==> src/rtl/mux_pkg.sv <==
// Shared constants for the N:1 scanning multiplexer: mode encodings and an
// elaboration-time log2 helper used to validate the select width.
package mux_pkg;

    localparam logic MODE_MANUAL = 1'b0;
    localparam logic MODE_SCAN   = 1'b1;

    function automatic int clog2(input int value);
        int result;
        result = 0;
        while ((1 << result) < value)
            result++;
        return result;
    endfunction

endpackage

==> src/rtl/mux_nx1_scan_if.sv <==
// Bus bundle between a multi-channel source/controller and the scanning mux.
// The master drives channel data and select controls; the slave returns the muxed lane.
interface mux_nx1_scan_if #(
    parameter int N       = 4,
    parameter int W       = 1,
    parameter int SELW    = 2,
    parameter int DWELL_W = 8
);
    logic [N*W-1:0]     in_data;
    logic [SELW-1:0]    sel;
    logic               sel_valid;
    logic               mode;
    logic [DWELL_W-1:0] dwell;
    logic [W-1:0]       y;
    logic               y_valid;
    logic [SELW-1:0]    cur_sel;
    logic               sel_err;
    logic               wrap;

    modport master (
        output in_data, sel, sel_valid, mode, dwell,
        input  y, y_valid, cur_sel, sel_err, wrap
    );

    modport slave (
        input  in_data, sel, sel_valid, mode, dwell,
        output y, y_valid, cur_sel, sel_err, wrap
    );
endinterface

==> src/rtl/mux_scan_ctrl.sv <==
// Select controller: manual range-checked load or auto-scan with a live dwell compare,
// plus the one-cycle sel_err / wrap pulses.
module mux_scan_ctrl
    import mux_pkg::*;
#(
    parameter int N       = 4,
    parameter int SELW    = 2,
    parameter int DWELL_W = 8
) (
    input  logic               clk,
    input  logic               rst,
    input  logic [SELW-1:0]    i_sel,
    input  logic               i_sel_valid,
    input  logic               i_mode,
    input  logic [DWELL_W-1:0] i_dwell,
    output logic [SELW-1:0]    o_cur_sel,
    output logic               o_sel_err,
    output logic               o_wrap
);
    // One extra bit so N == 2**SELW is representable in the range compare.
    localparam logic [SELW:0]     N_LIM    = (SELW+1)'(N);
    localparam logic [SELW-1:0]   LAST_SEL = SELW'(N - 1);

    logic [SELW-1:0]    r_sel;
    logic [DWELL_W-1:0] r_cnt;
    logic               r_sel_err;
    logic               r_wrap;
    logic               w_in_range;
    logic               w_at_last;

    assign w_in_range = ({1'b0, i_sel} < N_LIM);
    assign w_at_last  = (r_sel == LAST_SEL);

    always_ff @(posedge clk or posedge rst) begin
        if (rst) begin
            r_sel     <= '0;
            r_cnt     <= '0;
            r_sel_err <= 1'b0;
            r_wrap    <= 1'b0;
        end else begin
            r_sel_err <= 1'b0;
            r_wrap    <= 1'b0;
            if (i_mode == MODE_SCAN) begin
                // >= rather than == so a dwell lowered below the count advances at once.
                if (r_cnt >= i_dwell) begin
                    r_cnt  <= '0;
                    r_sel  <= w_at_last ? '0 : r_sel + SELW'(1);
                    r_wrap <= w_at_last;
                end else begin
                    r_cnt <= r_cnt + DWELL_W'(1);
                end
            end else begin
                r_cnt <= '0;
                if (i_sel_valid) begin
                    if (w_in_range)
                        r_sel <= i_sel;
                    else
                        r_sel_err <= 1'b1;
                end
            end
        end
    end

    assign o_cur_sel = r_sel;
    assign o_sel_err = r_sel_err;
    assign o_wrap    = r_wrap;

endmodule

==> src/rtl/mux_nx1_scan.sv <==
// N:1, W-bit multiplexer with registered select and output; the selected lane is
// registered one cycle behind cur_sel.
module mux_nx1_scan
    import mux_pkg::*;
#(
    parameter int N       = 4,
    parameter int W       = 1,
    parameter int SELW    = 2,
    parameter int DWELL_W = 8
) (
    input  logic          clk,
    input  logic          rst,
    mux_nx1_scan_if.slave bus
);
    if (SELW < clog2(N) || N < 2) begin : g_param_check
        $error("mux_nx1_scan: need N >= 2 and 2**SELW >= N (N=%0d SELW=%0d)", N, SELW);
    end

    logic [SELW-1:0] w_cur_sel;
    logic [W-1:0]    w_y;
    logic [W-1:0]    r_y;
    logic            r_y_valid;

    mux_scan_ctrl #(
        .N       (N),
        .SELW    (SELW),
        .DWELL_W (DWELL_W)
    ) u_ctrl (
        .clk         (clk),
        .rst         (rst),
        .i_sel       (bus.sel),
        .i_sel_valid (bus.sel_valid),
        .i_mode      (bus.mode),
        .i_dwell     (bus.dwell),
        .o_cur_sel   (w_cur_sel),
        .o_sel_err   (bus.sel_err),
        .o_wrap      (bus.wrap)
    );

    // Explicit compare loop: a select with no matching channel yields 0, never X.
    always_comb begin
        w_y = '0;
        for (int k = 0; k < N; k++) begin
            if (w_cur_sel == SELW'(k))
                w_y = bus.in_data[k*W +: W];
        end
    end

    always_ff @(posedge clk or posedge rst) begin
        if (rst) begin
            r_y       <= '0;
            r_y_valid <= 1'b0;
        end else begin
            r_y       <= w_y;
            r_y_valid <= 1'b1;
        end
    end

    assign bus.y       = r_y;
    assign bus.y_valid = r_y_valid;
    assign bus.cur_sel = w_cur_sel;

endmodule
==> src/flat_wrapper.sv <==
// flat-port wrapper written by rule: the top's interface ports become plain ports
module mux_nx1_scan_flat import mux_pkg::*;
#(
    parameter int N       = 4,
    parameter int W       = 1,
    parameter int SELW    = 2,
    parameter int DWELL_W = 8
)
  (clk, rst, bus_in_data, bus_sel, bus_sel_valid, bus_mode, bus_dwell, bus_y, bus_y_valid, bus_cur_sel, bus_sel_err, bus_wrap);
  mux_nx1_scan_if #(.N(N), .W(W), .SELW(SELW), .DWELL_W(DWELL_W)) bus_i ();
  input  logic clk;
  input  logic rst;
  input wire logic [$bits(bus_i.in_data)-1:0] bus_in_data;
  input wire logic [$bits(bus_i.sel)-1:0] bus_sel;
  input wire logic [$bits(bus_i.sel_valid)-1:0] bus_sel_valid;
  input wire logic [$bits(bus_i.mode)-1:0] bus_mode;
  input wire logic [$bits(bus_i.dwell)-1:0] bus_dwell;
  output wire logic [$bits(bus_i.y)-1:0] bus_y;
  output wire logic [$bits(bus_i.y_valid)-1:0] bus_y_valid;
  output wire logic [$bits(bus_i.cur_sel)-1:0] bus_cur_sel;
  output wire logic [$bits(bus_i.sel_err)-1:0] bus_sel_err;
  output wire logic [$bits(bus_i.wrap)-1:0] bus_wrap;
  assign bus_i.in_data = bus_in_data;
  assign bus_i.sel = bus_sel;
  assign bus_i.sel_valid = bus_sel_valid;
  assign bus_i.mode = bus_mode;
  assign bus_i.dwell = bus_dwell;
  assign bus_y = bus_i.y;
  assign bus_y_valid = bus_i.y_valid;
  assign bus_cur_sel = bus_i.cur_sel;
  assign bus_sel_err = bus_i.sel_err;
  assign bus_wrap = bus_i.wrap;
  mux_nx1_scan #(.N(N), .W(W), .SELW(SELW), .DWELL_W(DWELL_W)) u_core (.clk(clk), .rst(rst), .bus(bus_i));
endmodule
==> config.mk <==
export PLATFORM = sky130hd
export DESIGN_NAME = mux_nx1_scan_flat
export DESIGN_NICKNAME = d
export VERILOG_FILES = /design/src/rtl/mux_pkg.sv /design/src/rtl/mux_nx1_scan_if.sv /design/src/rtl/mux_scan_ctrl.sv /design/src/rtl/mux_nx1_scan.sv /design/src/flat_wrapper.sv
export SDC_FILE = /design/constraint.sdc
export NUM_CORES = 1
export LEC_CHECK = 0
export ABC_CLOCK_PERIOD_IN_PS = 2000
export CORE_MARGIN = 2
export CORE_UTILIZATION = 30
export CTS_BUF_LIST = sky130_fd_sc_hd__clkbuf_8 sky130_fd_sc_hd__clkbuf_16
export DETAILED_ROUTE_END_ITERATION = 8
export PLACE_DENSITY = 0.6
export SLEW_MARGIN = 20
export SYNTH_ARGS = -nofsm -noshare
export SYNTH_HDL_FRONTEND = slang
export SYNTH_SLANG_ARGS = --single-unit
==> constraint.sdc <==
create_clock -name clk -period 2 [get_ports clk]
set_clock_uncertainty 0.15 [all_clocks]
set_input_delay 0.4 -clock clk [delete_from_list [all_inputs] [get_ports clk]]
set_output_delay 0.4 -clock clk [all_outputs]
set_load 0.01 [all_outputs]
==> results of run 1 <==
==> metal layers <==
layer  GRT usage (%)  vias to the layer above
met1            12.6                      366
met3            4.46                        0
met4            1.99                        0
met5               0                        -
li1                -                      360
met2            26.0                       20
==> synthesized netlist by cell type <==
cell,count
sky130_fd_sc_hd__a21oi_1,2
sky130_fd_sc_hd__inv_1,13
sky130_fd_sc_hd__conb_1,2
sky130_fd_sc_hd__o211a_1,1
sky130_fd_sc_hd__nor3_1,1
sky130_fd_sc_hd__a21o_1,1
sky130_fd_sc_hd__nor2_1,10
sky130_fd_sc_hd__xor2_1,5
sky130_fd_sc_hd__nand3b_1,1
sky130_fd_sc_hd__xnor2_1,1
sky130_fd_sc_hd__o21ai_0,4
sky130_fd_sc_hd__and3_1,2
sky130_fd_sc_hd__o21a_1,1
sky130_fd_sc_hd__o21ai_1,1
sky130_fd_sc_hd__a32o_1,1
sky130_fd_sc_hd__nand2b_4,1
sky130_fd_sc_hd__nand3_1,5
sky130_fd_sc_hd__nand4_1,1
sky130_fd_sc_hd__a211oi_1,1
sky130_fd_sc_hd__a2111oi_4,1
sky130_fd_sc_hd__o311a_1,1
sky130_fd_sc_hd__buf_4,1
sky130_fd_sc_hd__buf_6,1
sky130_fd_sc_hd__a22o_1,1
sky130_fd_sc_hd__nand2_1,4
sky130_fd_sc_hd__dfrtp_1,13
sky130_fd_sc_hd__ha_1,13
sky130_fd_sc_hd__o31ai_2,1
==> sequential cells by signal, indices dropped and copies added (netlist names) <==
| name | count |
|---|---|
| u_core.bus.y_valid | 1 |
| u_core.u_ctrl.o_wrap | 1 |
| u_core.u_ctrl.r_cnt | 8 |
| u_core.u_ctrl.o_cur_sel | 2 |
| u_core.bus.y | 1 |
==> final cells by class <==
| cell class | count | share of cell area [%] |
|---|---|---|
| inverter | 13 | 3.83 |
| sequential | 13 | 25.8 |
| timing repair buffer | 28 | 20.4 |
| clock inverter | 1 | 0.393 |
| clock buffer | 3 | 3.24 |
| multi-input combinational | 62 | 43.4 |
| tap | 31 | 3.05 |
==> logic make-up (layout without fill, tap and decap cells) <==
kind of cell    Yosys count  count (layout)  synth area share, %
simple gates             25              25                 14.0
compound gates           16              16                 15.6
buf+inv                  15              45                 7.73
fa+ha+maj                13              13                 18.6
flops                    13              13                 37.2
xor+xnor                  6               6                 6.01
other cells               2               2                0.859
==> stage by stage <==
stage                     hold slack (ns)  setup slack, ns  std cells  util (%)  TNS [ns]
final                               0.331           0.0869        151      46.1         0
after global routing                0.397          -0.0164        151      46.1   -0.0215
after CTS                           0.354           0.0468        151      45.8         0
after detailed placement            0.394           -0.402        145      41.5     -3.47
after global placement              0.386           -0.338        145      41.5     -3.14
after floorplan                     0.127           0.0787         90         -         0
==> critical path, cell delays in order <==
cell	delay (ns)
sky130_fd_sc_hd__dlygate4sd2_1	0.23
sky130_fd_sc_hd__ha_1	0.28
sky130_fd_sc_hd__nand2b_4	0.14
sky130_fd_sc_hd__a2111oi_4	0.44
sky130_fd_sc_hd__o31ai_4	0.15
sky130_fd_sc_hd__a22o_1	0.25
==> power by group through the flow <==
stage	combinational (W)	clock [W]	sequential [W]
2_1_floorplan	0.000110	0	0.000320
3_3_place_gp	0.000211	0	0.000312
3_5_place_dp	0.000215	0	0.000313
4_1_cts	0.000229	0.000241	0.000310
5_1_grt	0.000257	0.000259	0.000313
6_report	0.000226	0.000237	0.000309
==> worst min-delay path by stage <==
stage / end / depth (start not counted) / from / slack (ns)
4_1_cts: u_core.u_ctrl.r_cnt[3] / 2 / rst / 0.35
3_3_place_gp: u_core.u_ctrl.r_cnt[7] / 2 / u_core.u_ctrl.r_cnt[7] / 0.39
5_1_grt: u_core.u_ctrl.r_cnt[3] / 2 / rst / 0.40
6_report: u_core.bus.y_valid / 2 / rst / 0.33
2_1_floorplan: u_core.bus.y / 1 / rst / 0.13
3_5_place_dp: u_core.u_ctrl.r_cnt[0] / 2 / u_core.u_ctrl.r_cnt[0] / 0.39
==> repair_timing <==
| item | CTS | global route |
|---|---|---|
| resized for setup | 20 | 4 |
| setup endpoints to repair | 10 | 3 |
| buffers inserted | 2 | 0 |
| pin swaps | 15 | 6 |
==> results.txt, run 1 <==
The synthesized design spends more area on one cell type than any other, namely sky130_fd_sc_hd__dfrtp_1. For this run, the register share of the synthesized area comes to between 30 and 40%. The share of cells above drive strength 1 came out at roughly 22%. The power share of the sequential group came out at around 40%. Summed over all nets, the switching power comes to ~0.00022 W. The clock passes through at most 2 buffers. In the final layout, the multi-input gates occupy between 500 and 600 um2. After synthesis, the netlist uses 28 different library cells. The quantity of I/O buffers inserted on ports came out at 22. In this run the power density over the cells is 607 nW/um2. The clock tree root driver cell is sky130_fd_sc_hd__clkbuf_8.

The pin count of the biggest net entering global routing is 14. The library cells used most frequently in the layout, excluding fill and tap cells, are sky130_fd_sc_hd__clkdlybuf4s50_1, sky130_fd_sc_hd__dfrtp_1, sky130_fd_sc_hd__inv_1, sky130_fd_sc_hd__ha_1. Net switching is 28.7% of the power. The number of antenna diodes in the final layout is 0. The capture instance of the worst register-to-register path is u_core.u_ctrl.o_cur_sel[1]. After detailed routing, the wire length on met1 is 753 um. The initial utilization of the core area, before any placement, comes to a little under a third. The width of the chip is just under 60 um. The critical path is of the input pin to flop type. The number of remaining DRC errors is 0. The average wire per standard cell is 12.9 um. The leakage power is approximately 0.61 nW. TritonCTS built the clock tree. In this run the worst setup path terminates at u_core.u_ctrl.o_cur_sel[1].

The most common cell after layout, fill and taps aside is sky130_fd_sc_hd__clkdlybuf4s50_1. The per-instance average area after synthesis came out at a little under 10 um2. The sequential standard cell area is about 330 um2. The internal power is around 0.00055 W.

The number of instances in the synthesized netlist is 90. The die covers 3360 um2. Routability-driven placement finished with a final weighted congestion of 0.754. The max-slew violation total from the final report is 0. The reg-to-reg critical path startpoint is u_core.u_ctrl.r_cnt[0]. The leftover overflow at the end of global routing came out at 0. The met2 layer wire length in the routed design is ~1.1 mm. The post-synthesis sequential element count is 13. In this run the worst setup path begins at bus_dwell[0]. The share of power burned in combinational logic came out at approximately 30%. The core area came out at 2760 um2. The path class of the tightest hold or removal check is input pin to asynchronous set/reset pin.

The cell area after synthesis is just under 900 um2. The path depth of the worst reg2reg path came out at 6. The TritonCTS buffer count is 3.

The number of design-rule violations left by the first detailed-router iteration came out at 16. Setup repair after global routing could not meet its margin everywhere. The share of power burned in the clock network came out at a little under a third. The post-detailed-placement half-perimeter wirelength came out at 1.45 mm. The final number of setup-violating endpoints is 0. The maximum vdd drop is roughly 0.00043 V. The top cell type by area accounts for between 30% and 40% of the synthesized area. The via count of the first global-routing pass is between 800 and 900. The floorplan has 19 rows.

After detailed routing, the number of vias per cell comes to 4.94. The setup slack of the most critical reg-to-reg path is approximately 0.10 ns. The H-tree depth is 1. The remaining antenna violation count after routing is 0.

The clock net sink count came out at 13. The number of nets at the end of the flow came out at 152. Max-cap violations in this run came to 0.

The total vias in the final route is 746. Synthesis produced a netlist with a net count of approximately 120. The global router's overall resource usage came out at between 10% and 20%. The required time of the worst setup path came out at slightly below 2 ns. In this run the cell area measured after placement is between 1000 and 1500 um2. The run finished with clean final reports. The number of top-level pins is 24. By area the synthesized netlist is led by sky130_fd_sc_hd__dfrtp_1, sky130_fd_sc_hd__ha_1, sky130_fd_sc_hd__inv_1. For the worst-skew pair, the clock arrives at the later sink with an insertion delay of 0.24 ns. For this run, the number of Yosys warnings is 0. The final worst-path cycle share came out at 95.7%. The highest layer touched by signal routing is met3.

The total power after layout is 0.000772 W. The area growth from synthesis to final layout is 45.5%. The fill cell instance count of the final layout came out at around 270. The floorplan step set the die height to 58.0 um. The finished cells cover 1270 um2. After detailed routing, the met3 layer carries 124 um of wire. The first-pass GRT wire length is 3.31 mm. The number of antenna violations at the first check in global routing is 0. The clock input transition at the sequential cells of the worst setup and hold paths came out at approximately 0.06 ns. The number of hold violations in the final report is 0. After layout, the minimum clock period comes to 1.91 ns. In this run, post-CTS hold repair placed 0 buffers. The iteration count of the initial detailed-routing pass is 4. The top fanout value on the critical path came out at 5. The total wire length came out at about 2 mm.

STA classifies the critical path endpoint as a flop. The signal arrival time at the worst endpoint is between 1.5 and 2 ns. The peak clock frequency supported by timing came out at about 520 MHz. The worst setup path is launched from an input pin.
(Power assumes the default switching activity.)
==> inputs of run 2 (changes only) <==
--- a/config.mk
+++ b/config.mk
@@ -9,6 +9,7 @@
 export CORE_MARGIN = 2
 export CORE_UTILIZATION = 30
 export CTS_BUF_LIST = sky130_fd_sc_hd__clkbuf_8 sky130_fd_sc_hd__clkbuf_16
+export CTS_CLUSTER_DIAMETER = 30
 export DETAILED_ROUTE_END_ITERATION = 8
 export PLACE_DENSITY = 0.6
 export SLEW_MARGIN = 20
==> results of run 2 <==
Final layout, timing and power as in run 1 (identical DEF).
==> inputs of run 3 (changes only) <==
--- a/config.mk
+++ b/config.mk
@@ -6,7 +6,7 @@
 export NUM_CORES = 1
 export LEC_CHECK = 0
 export ABC_CLOCK_PERIOD_IN_PS = 2000
-export CORE_MARGIN = 2
+export CORE_MARGIN = 4
 export CORE_UTILIZATION = 30
 export CTS_BUF_LIST = sky130_fd_sc_hd__clkbuf_8 sky130_fd_sc_hd__clkbuf_16
 export CTS_CLUSTER_DIAMETER = 30
==> results.txt, run 3 (synthesized netlist as in run 1, its figures left out) <==
The run finished with clean final reports. The share of cells above drive strength 1 came out at 24.6% (+2.9 points). The TritonCTS buffer count came out at 3 (unchanged). The max-slew violation total from the final report came out at 0 (unchanged). The minimum period implied by the final worst setup slack came to 1.90 ns (-0.0164 ns). The number of buffers inserted for hold repair after clock tree synthesis was 0 (unchanged).

The leakage power came out at 0.632 nW (+3.4%). The global router's overall resource usage came to 11.3% (-1.5 points). The area growth from synthesis to final layout came out at 50.8%. The total wire length came out at 1.97 mm (+0.82%). The quantity of I/O buffers inserted on ports is 22 (unchanged). The number of nets at the end of the flow came to 150 (-1.3%).

The total vias in the final route came to 700 (-6.2%). The signal arrival time at the worst endpoint came out at 1.87 ns (-0.03 ns). TritonCTS built the clock tree. The die outline area is 3840 um2 (+14%). The worst setup path is launched from an input pin. The clock input transition at the sequential cells of the worst setup and hold paths is 0.05 ns (about the same). The internal power is 0.000553 W (+0.41%).

The remaining antenna violation count after routing came out at 0 (unchanged). The post-detailed-placement half-perimeter wirelength is 1.46 mm (+0.65%). The final hold slack was 0.330 ns (-0.00105 ns).

The clock net sink count came out at 13 (unchanged). The number of hold violations in the final report is 0 (unchanged). The kind of end point of the critical path is a flop. The number of buffers on the longest clock path was 2 (unchanged). The leftover overflow at the end of global routing came to 0 (unchanged). The number of maximum-capacitance constraint violations is 0 (unchanged). The placed cell area is 1140 um2 (unchanged).

u_core.u_ctrl.r_cnt holds more flip-flops than any other register. The iteration count of the initial detailed-routing pass is 4 (unchanged). The starting density of the core came out at 31.4% (-0.27 points).

The y dimension of the die is 62.0 um (+6.9%). The first-pass GRT wire length came out at 3.15 mm (-4.6%). The pin count of the biggest net entering global routing came out at 14 (unchanged). The vias per cell came to 4.70 (-4.9%). The top fanout value on the critical path was 2 (-3). The H-tree depth is 1 (unchanged).

The share of power burned in the clock network is 29.2% (-1.4 points). The via count of the first global-routing pass is 742 (-9.6%). The share of power burned in combinational logic came to 30.3% (+1.0 points). The final number of setup-violating endpoints is 0 (unchanged).

The fill cell instance count of the final layout is 277 (+4.1%). The setup path with the least slack is of type input pin to flop. The switching part of the total is 28.4% (-0.28 points). The worst hold path belongs to the class input pin to asynchronous set/reset pin. Leaving out fill and tap cells, the most frequent cell in the layout is sky130_fd_sc_hd__clkdlybuf4s50_1. Setup repair after global routing left no endpoint under its margin.

The width of the chip is 62.0 um (+6.9%). The number of placement rows is 19 (unchanged). The maximum vdd drop came to 0.000442 V (+3.1%). The power share of the sequential group is 40.6% (+0.5 points). The number of design-rule violations left by the first detailed-router iteration is 11 (-5). The final worst-path cycle share was 94.8% (-0.82 points).

The number of flip-flops in the largest register is 8 (unchanged). The number of antenna violations at the first check in global routing is 0 (unchanged). The design area came out at 1320 um2 (+3.6%).

The peak clock frequency supported by timing came out at 527 MHz (+0.86%). The net switching power is 0.000220 W (-0.96%). The required time of the worst setup path came to 1.97 ns (about the same). The clock insertion delay at the later pin of the skew report came to 0.24 ns (about the same).

The number of top-level pins was 24 (unchanged). The tree is rooted in a sky130_fd_sc_hd__clkbuf_8. The routability congestion estimate is 0.741 (-1.7%).

The number of inserted diodes came out at 0 (unchanged). The average wire per standard cell is 13.2 um (+2.2%). Leaving out fill and tap cells, the most frequent cells in the layout are sky130_fd_sc_hd__clkdlybuf4s50_1, sky130_fd_sc_hd__dfrtp_1, sky130_fd_sc_hd__nor2_1.

The number of buffers inserted by post-CTS setup repair came out at 0 (-2). The core area is 2780 um2 (+0.86%). The power density normalized to cell area is 586 nW/um2 (-3.5%).

The number of remaining DRC errors is 0 (unchanged).
[run 3: worst max-delay path, cell delays in order]
cell and delay, ns:
sky130_fd_sc_hd__dlygate4sd2_1 0.26, sky130_fd_sc_hd__ha_4 0.23, sky130_fd_sc_hd__nand2b_4 0.14, sky130_fd_sc_hd__a2111oi_4 0.45, sky130_fd_sc_hd__nor3_2 0.09, sky130_fd_sc_hd__o311a_1 0.30
[run 3: routing by layer]
layer,wire length (um),up-vias,track usage (%)
li1,-,354,-
met1,881,321,13.3
met2,882,23,18.9
met3,185,2,4.96
met4,15,0,2.73
met5,0,-,0
[run 3: stage by stage]
stage | power (W) | util, % | cells | setup TNS [ns] | setup slack [ns]
after detailed placement | 0.000531 | 41.2 | 145 | -3.32 | -0.345
after CTS | 0.000774 | 44.4 | 149 | -0.00578 | -0.00578
after global placement | 0.000527 | 41.2 | 145 | -3.05 | -0.298
after global routing | 0.000829 | 47.4 | 149 | 0 | 0.0240
final | 0.000773 | 47.4 | 149 | 0 | 0.103
after floorplan | 0.000430 | - | 90 | 0 | 0.0787
[run 3: worst paths after layout]
path	start	endpoint	slack [ns]	depth (start not counted)
max	bus_dwell[0]	u_core.u_ctrl.o_wrap	0.10	6
min	rst	u_core.bus.y	0.33	2
max reg2reg	u_core.u_ctrl.r_cnt[0]	u_core.u_ctrl.o_wrap	0.11	6
min reg2reg	u_core.u_ctrl.r_cnt[0]	u_core.u_ctrl.r_cnt[0]	0.44	2
max in group asynchronous	rst	u_core.u_ctrl.r_cnt[3]	1.04	2
min in group clk	u_core.u_ctrl.r_cnt[0]	u_core.u_ctrl.r_cnt[0]	0.44	2
[run 3: power groups by stage]
stage	Combinational [W]	Clock (W)	Sequential [W]
floorplan	0.000110	0	0.000320
global placement	0.000212	0	0.000315
detailed placement	0.000215	0	0.000316
CTS	0.000228	0.000233	0.000313
global route	0.000267	0.000245	0.000317
finish	0.000234	0.000225	0.000313
[run 3: cell type report]
cell class	instances	area (um2)	area share (%)
Clock buffer	3	41.3	3.13
Clock inverter	1	3.75	0.285
Inverter	13	48.8	3.70
Multi-Input combinational cell	62	602	45.6
Sequential cell	13	325	24.7
Tap cell	31	38.8	2.94
Timing Repair Buffer	26	259	19.6
[run 3: timing repair]
| action | CTS | global route |
|---|---|---|
| gates resized for setup | 15 | 17 |
| pin swaps | 10 | 12 |
| setup endpoints to repair | 11 | 11 |
